`src/rtl/pri_enc_pkg.sv`:
```
// Shared constants and the MSB-first index helper for the pri_enc8 priority encoder.
package pri_enc_pkg;

    localparam int unsigned PRI_ENC_WIDTH = 8;
    localparam int unsigned PRI_ENC_IDX_W = 3;

    // Later (higher) set bits overwrite earlier ones, so the MSB wins.
    function automatic logic [PRI_ENC_IDX_W-1:0] msb_index(input logic [PRI_ENC_WIDTH-1:0] v);
        logic [PRI_ENC_IDX_W-1:0] idx;
        idx = '0;
        for (int unsigned i = 0; i < PRI_ENC_WIDTH; i++) begin
            if (v[i]) begin
                idx = i[PRI_ENC_IDX_W-1:0];
            end
        end
        return idx;
    endfunction

endpackage

```
`src/rtl/pri_enc_core.sv`:
```
// Combinational core: index of the highest set bit of d plus an "any bit set" flag.
module pri_enc_core
    import pri_enc_pkg::*;
#(
    parameter int unsigned WIDTH = PRI_ENC_WIDTH
) (
    input  logic [WIDTH-1:0]         d,
    output logic [$clog2(WIDTH)-1:0] idx,
    output logic                     any
);

    localparam int unsigned IDX_W = $clog2(WIDTH);

    assign any = |d;

    generate
        if (WIDTH == PRI_ENC_WIDTH) begin : g_pkg
            assign idx = msb_index(d);
        end else begin : g_loop
            always_comb begin
                idx = '0;
                for (int unsigned i = 0; i < WIDTH; i++) begin
                    if (d[i]) begin
                        idx = i[IDX_W-1:0];
                    end
                end
            end
        end
    endgenerate

endmodule

```
`src/rtl/pri_enc8.sv`:
```
// Registered priority encoder with enable; define PRI_ENC8_ONEHOT_EN to add the one-hot grant output.
module pri_enc8
    import pri_enc_pkg::*;
#(
    parameter int unsigned WIDTH = PRI_ENC_WIDTH
) (
    input  logic                     clk,
    input  logic                     rst_n,
    input  logic [WIDTH-1:0]         d,
    input  logic                     en,
    output logic [$clog2(WIDTH)-1:0] y,
    output logic                     valid
`ifdef PRI_ENC8_ONEHOT_EN
    ,
    output logic [WIDTH-1:0]         grant
`endif
);

    localparam int unsigned IDX_W = $clog2(WIDTH);

    logic [IDX_W-1:0] idx;
    logic             any;
    logic             hit;
    logic [IDX_W-1:0] y_nxt;

    pri_enc_core #(
        .WIDTH (WIDTH)
    ) u_core (
        .d   (d),
        .idx (idx),
        .any (any)
    );

    // Ternaries rather than if/else so an X on d or en propagates instead of picking a branch.
    assign hit   = en & any;
    assign y_nxt = hit ? idx : '0;

    always_ff @(posedge clk or negedge rst_n) begin
        if (!rst_n) begin
            y     <= '0;
            valid <= 1'b0;
        end else begin
            y     <= y_nxt;
            valid <= hit;
        end
    end

`ifdef PRI_ENC8_ONEHOT_EN
    logic [WIDTH-1:0] grant_nxt;

    assign grant_nxt = hit ? (WIDTH'(1) << y_nxt) : '0;

    always_ff @(posedge clk or negedge rst_n) begin
        if (!rst_n) begin
            grant <= '0;
        end else begin
            grant <= grant_nxt;
        end
    end
`endif

endmodule

```
`config.mk`:
```
export PLATFORM = sky130hd
export DESIGN_NAME = pri_enc8
export DESIGN_NICKNAME = d
export VERILOG_FILES = /design/src/rtl/pri_enc_pkg.sv /design/src/rtl/pri_enc_core.sv /design/src/rtl/pri_enc8.sv
export SDC_FILE = /design/constraint.sdc
export NUM_CORES = 1
export LEC_CHECK = 0
export ABC_CLOCK_PERIOD_IN_PS = 800
export CAP_MARGIN = 15
export CORE_AREA = 2 2 39 41
export DETAILED_ROUTE_END_ITERATION = 8
export DIE_AREA = 0 0 41 43
export PLACE_DENSITY = 0.46
export SLEW_MARGIN = 20
export SYNTH_ARGS = -nofsm -noshare
export SYNTH_HDL_FRONTEND = slang
export SYNTH_SLANG_ARGS = --single-unit
```
`constraint.sdc`:
```
create_clock -name clk -period 0.8 [get_ports clk]
set_input_delay 0.16 -clock clk [delete_from_list [all_inputs] [get_ports clk]]
set_output_delay 0.16 -clock clk [all_outputs]
set_load 0.02 [all_outputs]
```
==> reports/qor.yml, run 1 <==
status: "complete, but fails checks"
failed_checks: "negative setup slack"
finalCritPeriodShare: 1.11
fmax_ghz: 1.13
synth_top_area_frac: 0.556
htreeDepth: 1
start_util: 0.130
drc: 0
irDropWorstVdd_mv: 0.309
total_power_uw: 597
die_height_um: 43
cp-end-kind: "primary output"
grt_max_degree: 5
path_cells: "buf_6"
crit_family: "flip-flops"
ys.flop_type: "dfrtp_1"
vias_per_cell: 3.72
cts.sinks: 4
gp_congestion: 0.837
synth_seq_area_share: 0.556
pwr-share-clk: 0.400
top_level_ports: 15
rows: 14
critPathKind: "flip-flop to primary output"
synth_edf_count: 0
antennaDiodeCount: 0
antenna_found_initial: 0
rsz0062_at_grt: "yes"
drv_cap: 0
ys_async_sr_fraction: 1.00
dp_hpwl_um: 468
ant_nets: 0
cts-buffers-inserted: 3
ys_warn_count: 0
clockBufferDepth: 2
routed_wl_um: 548
p_int_uw: 458
setup_viol: 4
drt_iter0_markers: 0
track_usage: 0.0863
dp_cells: 50
fp.dieArea_sq_mm: 0.00176
critPathMaxFanout: 1
crit_buf_inv: 1
syn2layout_area_growth_pct: 114
grt_pass1_wl_um: 959
synth.avg_cell_area_sq_um: 10.0
worst_pin_slew_ns: 0.237
io_buffers: 14
synthTopCellsByCount: "dfrtp_1 (4), nor2_1 (4), inv_1 (2)"
yosysTopAreaCell: "dfrtp_1"
cp.arrival_ns: 0.73
combPwrFrac: 0.229
cp-start-kind: "flip-flop"
cp.required_ns: 0.64
hold_class: "input pin to asynchronous set/reset pin"
seqPwrFrac: 0.372
slowest_stage: "dfrtp_1"
finalHoldViolCount: 0
cts_hold_repair.buffers: 0
p_sw_uw: 139
vias: 201
num-nets-final: 51
clk_pin_slew_ns: 0.04
final_cells: 54
gr-total-overflow: 0
setup_slack_ns: -0.0869
cts-root-buf: "clkbuf_4"
synthesis.instances: 18
power.density_mw_per_mm2: 1550
synthTopCellsByArea: "dfrtp_1 (56%), nor2_1 (8.3%), nor4_2 (6.9%)"
drtPass1Iterations: 1
yosys_register_bits: 4
cts_tree: "yes"
postSynthNetCount: 29
slew_viol_final: 0
synthesis.area_sq_um: 180
leakage_uw: 0.000181
synthDistinctLibCells: 11
switching_share: 0.233
finalCriticalPeriod_ns: 0.887
die_w_um: 41
drive_gt1_frac: 0.474
max_stage_delay_ns: 0.37
avgRoutedWirePerCell_um: 10.1
slew_headroom: 0.840
grt_pass1_vias: 222
core_area_sq_mm: 0.00138
==> per-layer routing <==
layer  vias up  track usage  wire length, um
met2         7        0.122              308
met1        91       0.0929              195
li1        103            -                -
met3         0       0.0314               45
met4         0       0.0800                0
met5         -            0                0
==> placed cells by master (no fill, tap or decap) <==
cell,count
dlygate4sd2_1,5
nor3_1,1
o21ai_0,1
dfrtp_1,4
a31oi_1,1
buf_6,4
a21oi_1,1
buf_2,2
nor2b_1,1
clkbuf_4,3
buf_4,3
clkdlybuf4s50_1,1
nor4_4,1
nor2_2,1
a21boi_2,1
o31a_2,1
clkdlybuf4s15_2,1
inv_1,2
clkbuf_2,1
nor2_1,3
==> final cells by class <==
type | count | area, sq um
Fill cell | 157 | 998
Timing Repair Buffer | 17 | 148
Sequential cell | 4 | 100
Multi-Input combinational cell | 12 | 87.6
Clock buffer | 3 | 22.5
Tap cell | 16 | 20.0
Inverter | 2 | 7.51
==> stage by stage <==
| step | util | hold slack, ns | cell area (sq um) | TNS [ns] | setup WS [ns] |
|---|---|---|---|---|---|
| floorplan | - | -0.136 | 189 | 0 | 0.0166 |
| global placement | 0.263 | 0.368 | 364 | -2.72 | -0.524 |
| detailed placement | 0.263 | 0.379 | 364 | -2.83 | -0.564 |
| CTS | 0.281 | 0.125 | 389 | -0.392 | -0.104 |
| global route | 0.278 | 0.133 | 385 | -0.479 | -0.127 |
| finish | 0.278 | 0.132 | 385 | -0.322 | -0.0869 |
==> worst paths after layout <==
kind	start	slack (ns)	to	cells past startpoint
min	rst_n	0.13	y[1]	1
min in group clk	d[6]	0.23	y[2]	3
max in group asynchronous	rst_n	0.50	y[2]	1
max	valid	-0.09	valid	1
==> cell families after synthesis <==
| kind of cell | synth area share |
|---|---|
| flops | 0.556 |
| buf+inv | 0.0417 |
| compound gates | 0.187 |
| simple gates | 0.215 |
==> registers in the layout, indices dropped and copies added (netlist names) <==
register,count
valid,1
y,3
==> what timing repair did <==
item                                   4_1_cts  5_1_grt
endpoints found under the hold margin        0        0
buffers inserted                             1        0
pin swaps                                    4        2
gates resized for setup                     44        2
setup endpoints to repair                    8        5
cloned                                       0        0
==> power by group through the flow <==
stage	combinational [uW]	clock (uW)	sequential [uW]
final	136	239	222
after floorplan	23.1	0	239
after global placement	141	0	222
after CTS	139	260	222
after global routing	148	280	224
after detailed placement	144	0	222
(Power assumes the default switching activity.)
==> run 2: changes to the inputs <==
--- a/config.mk
+++ b/config.mk
@@ -10,6 +10,7 @@
 export CORE_AREA = 2 2 39 41
 export DETAILED_ROUTE_END_ITERATION = 8
 export DIE_AREA = 0 0 41 43
+export GPL_ROUTABILITY_DRIVEN = 0
 export PLACE_DENSITY = 0.46
 export SLEW_MARGIN = 20
 export SYNTH_ARGS = -nofsm -noshare
==> results of run 2 <==
Same layout as run 1: the final DEF is identical, and so are final timing and power.
==> run 3: changes to the inputs <==
--- a/config.mk
+++ b/config.mk
@@ -7,11 +7,13 @@
 export LEC_CHECK = 0
 export ABC_CLOCK_PERIOD_IN_PS = 800
 export CAP_MARGIN = 15
+export CELL_PAD_IN_SITES_DETAIL_PLACEMENT = 0
+export CELL_PAD_IN_SITES_GLOBAL_PLACEMENT = 2
 export CORE_AREA = 2 2 39 41
 export DETAILED_ROUTE_END_ITERATION = 8
 export DIE_AREA = 0 0 41 43
 export GPL_ROUTABILITY_DRIVEN = 0
-export PLACE_DENSITY = 0.46
+export PLACE_DENSITY = 0.73
 export SLEW_MARGIN = 20
 export SYNTH_ARGS = -nofsm -noshare
 export SYNTH_HDL_FRONTEND = slang
==> run 3 against run 2 <==
Compared with the run above: the flow still finishes with violations (negative setup slack); die area did not move; fmax increased by 0.35%; design area is 2.3% higher.
==> reports/qor.yml, run 3 (synthesis results as in run 1) <==
drtPass1Iterations: 3
cts_tree: "yes"
cp.required_ns: 0.64
fp.dieArea_sq_mm: 0.00176
placed_area_sq_um: 357
slew_viol_final: 0
finalHoldViolCount: 0
antennaDiodeCount: 0
largestRegisters: "y: 3 flops, valid: 1 flops"
grt_pass1_wl_um: 800
num-nets-final: 51
io_buffers: 14
rows: 14
cp.arrival_ns: 0.72
grt_max_degree: 5
preCtsSetupSlack_ns: -0.583
clk_pin_slew_ns: 0.03
crit_family: "flip-flops"
dp_hpwl_um: 425
drive_gt1_frac: 0.500
vias: 206
slew_headroom: 0.826
antenna_found_initial: 0
die_height_um: 43
drv_cap: 0
avgRoutedWirePerCell_um: 9.24
drt_iter0_markers: 2
grt_pass1_vias: 212
n_fill_cell: 151
vias_per_cell: 3.81
max_stage_delay_ns: 0.37
finalCriticalPeriod_ns: 0.884
irDropWorstVdd_mv: 0.273
largest_reg_flops: 3
largest-register: "y"
critPathKind: "flip-flop to primary output"
mostFrequentLayoutCells: "dlygate4sd2_1 (4), buf_4 (4), buf_6 (4), dfrtp_1 (4)"
start_util: 0.130
drc: 0
critPathMaxFanout: 1
syn2layout_area_growth_pct: 119
worst_pin_slew_ns: 0.258
clockBufferDepth: 2
gr-total-overflow: 0
fin_util: 0.285
cts-root-buf: "clkbuf_4"
cp-start-kind: "flip-flop"
rsz0062_at_grt: "yes"
regArea_sq_um: 100
power.density_mw_per_mm2: 1510
cts.sinks: 4
cts-buffers-inserted: 3
core_area_sq_mm: 0.00138
setup_slack_ns: -0.0838
leakage_uw: 0.000183
track_usage: 0.0713
slowest_stage: "dfrtp_1"
post-route-cell-area_sq_um: 394
finalCritPeriodShare: 1.10
path_cells: "buf_6"
hold_class: "input pin to asynchronous set/reset pin"
fmax_ghz: 1.13
multi_input_area_sq_um: 92.6
setup_viol: 4
top_level_ports: 15
htreeDepth: 1
die_w_um: 41
status: "complete, but fails checks"
routed_wl_um: 499
cp-end-kind: "primary output"
ant_nets: 0
crit_buf_inv: 1
failed_checks: "negative setup slack"
-- run 3: repair_timing --
action	4_1_cts	5_1_grt
gates resized for setup	42	7
hold endpoints to repair	0	0
pin swaps	4	3
hold buffers	0	0
buffers inserted	2	0
setup endpoints to repair	8	6
-- run 3: metrics by stage --
step / std cells / TNS [ns] / hold WS, ns / power [uW]
finish: 54 / -0.319 / 0.130 / 596
global route: 54 / -0.403 / 0.143 / 629
CTS: 54 / -0.391 / 0.128 / 609
detailed placement: 49 / -2.87 / 0.377 / 361
global placement: 49 / -2.78 / 0.369 / 359
floorplan: 18 / 0 / -0.136 / 262
-- run 3: final timing paths --
kind / slack (ns) / to / cells past startpoint / start
min in group clk: 0.25 / y[1] / 2 / d[6]
setup / recovery: -0.08 / y[1] / 1 / y[1]
max in group asynchronous: 0.51 / y[0] / 1 / rst_n
hold / removal: 0.13 / valid / 1 / rst_n
-- run 3: final cells by class --
cell class,count,area share
Inverter,2,0.0190
Multi-Input combinational cell,12,0.235
Clock buffer,3,0.0571
Tap cell,16,0.0508
Sequential cell,4,0.254
Timing Repair Buffer,17,0.384
-- run 3: metal layers --
metal  up-vias  GRT usage  part of all wire
met5         -          0                 0
met4         0     0.0800                 0
met3         0     0.0209              0.10
met2        11      0.109              0.55
met1        92     0.0643              0.35
li1        103          -                 -
-- run 3: power by group --
group	internal (uW)	switching (uW)
sequential	216	5.73
clock	167	70.3
combinational	76.0	61.1
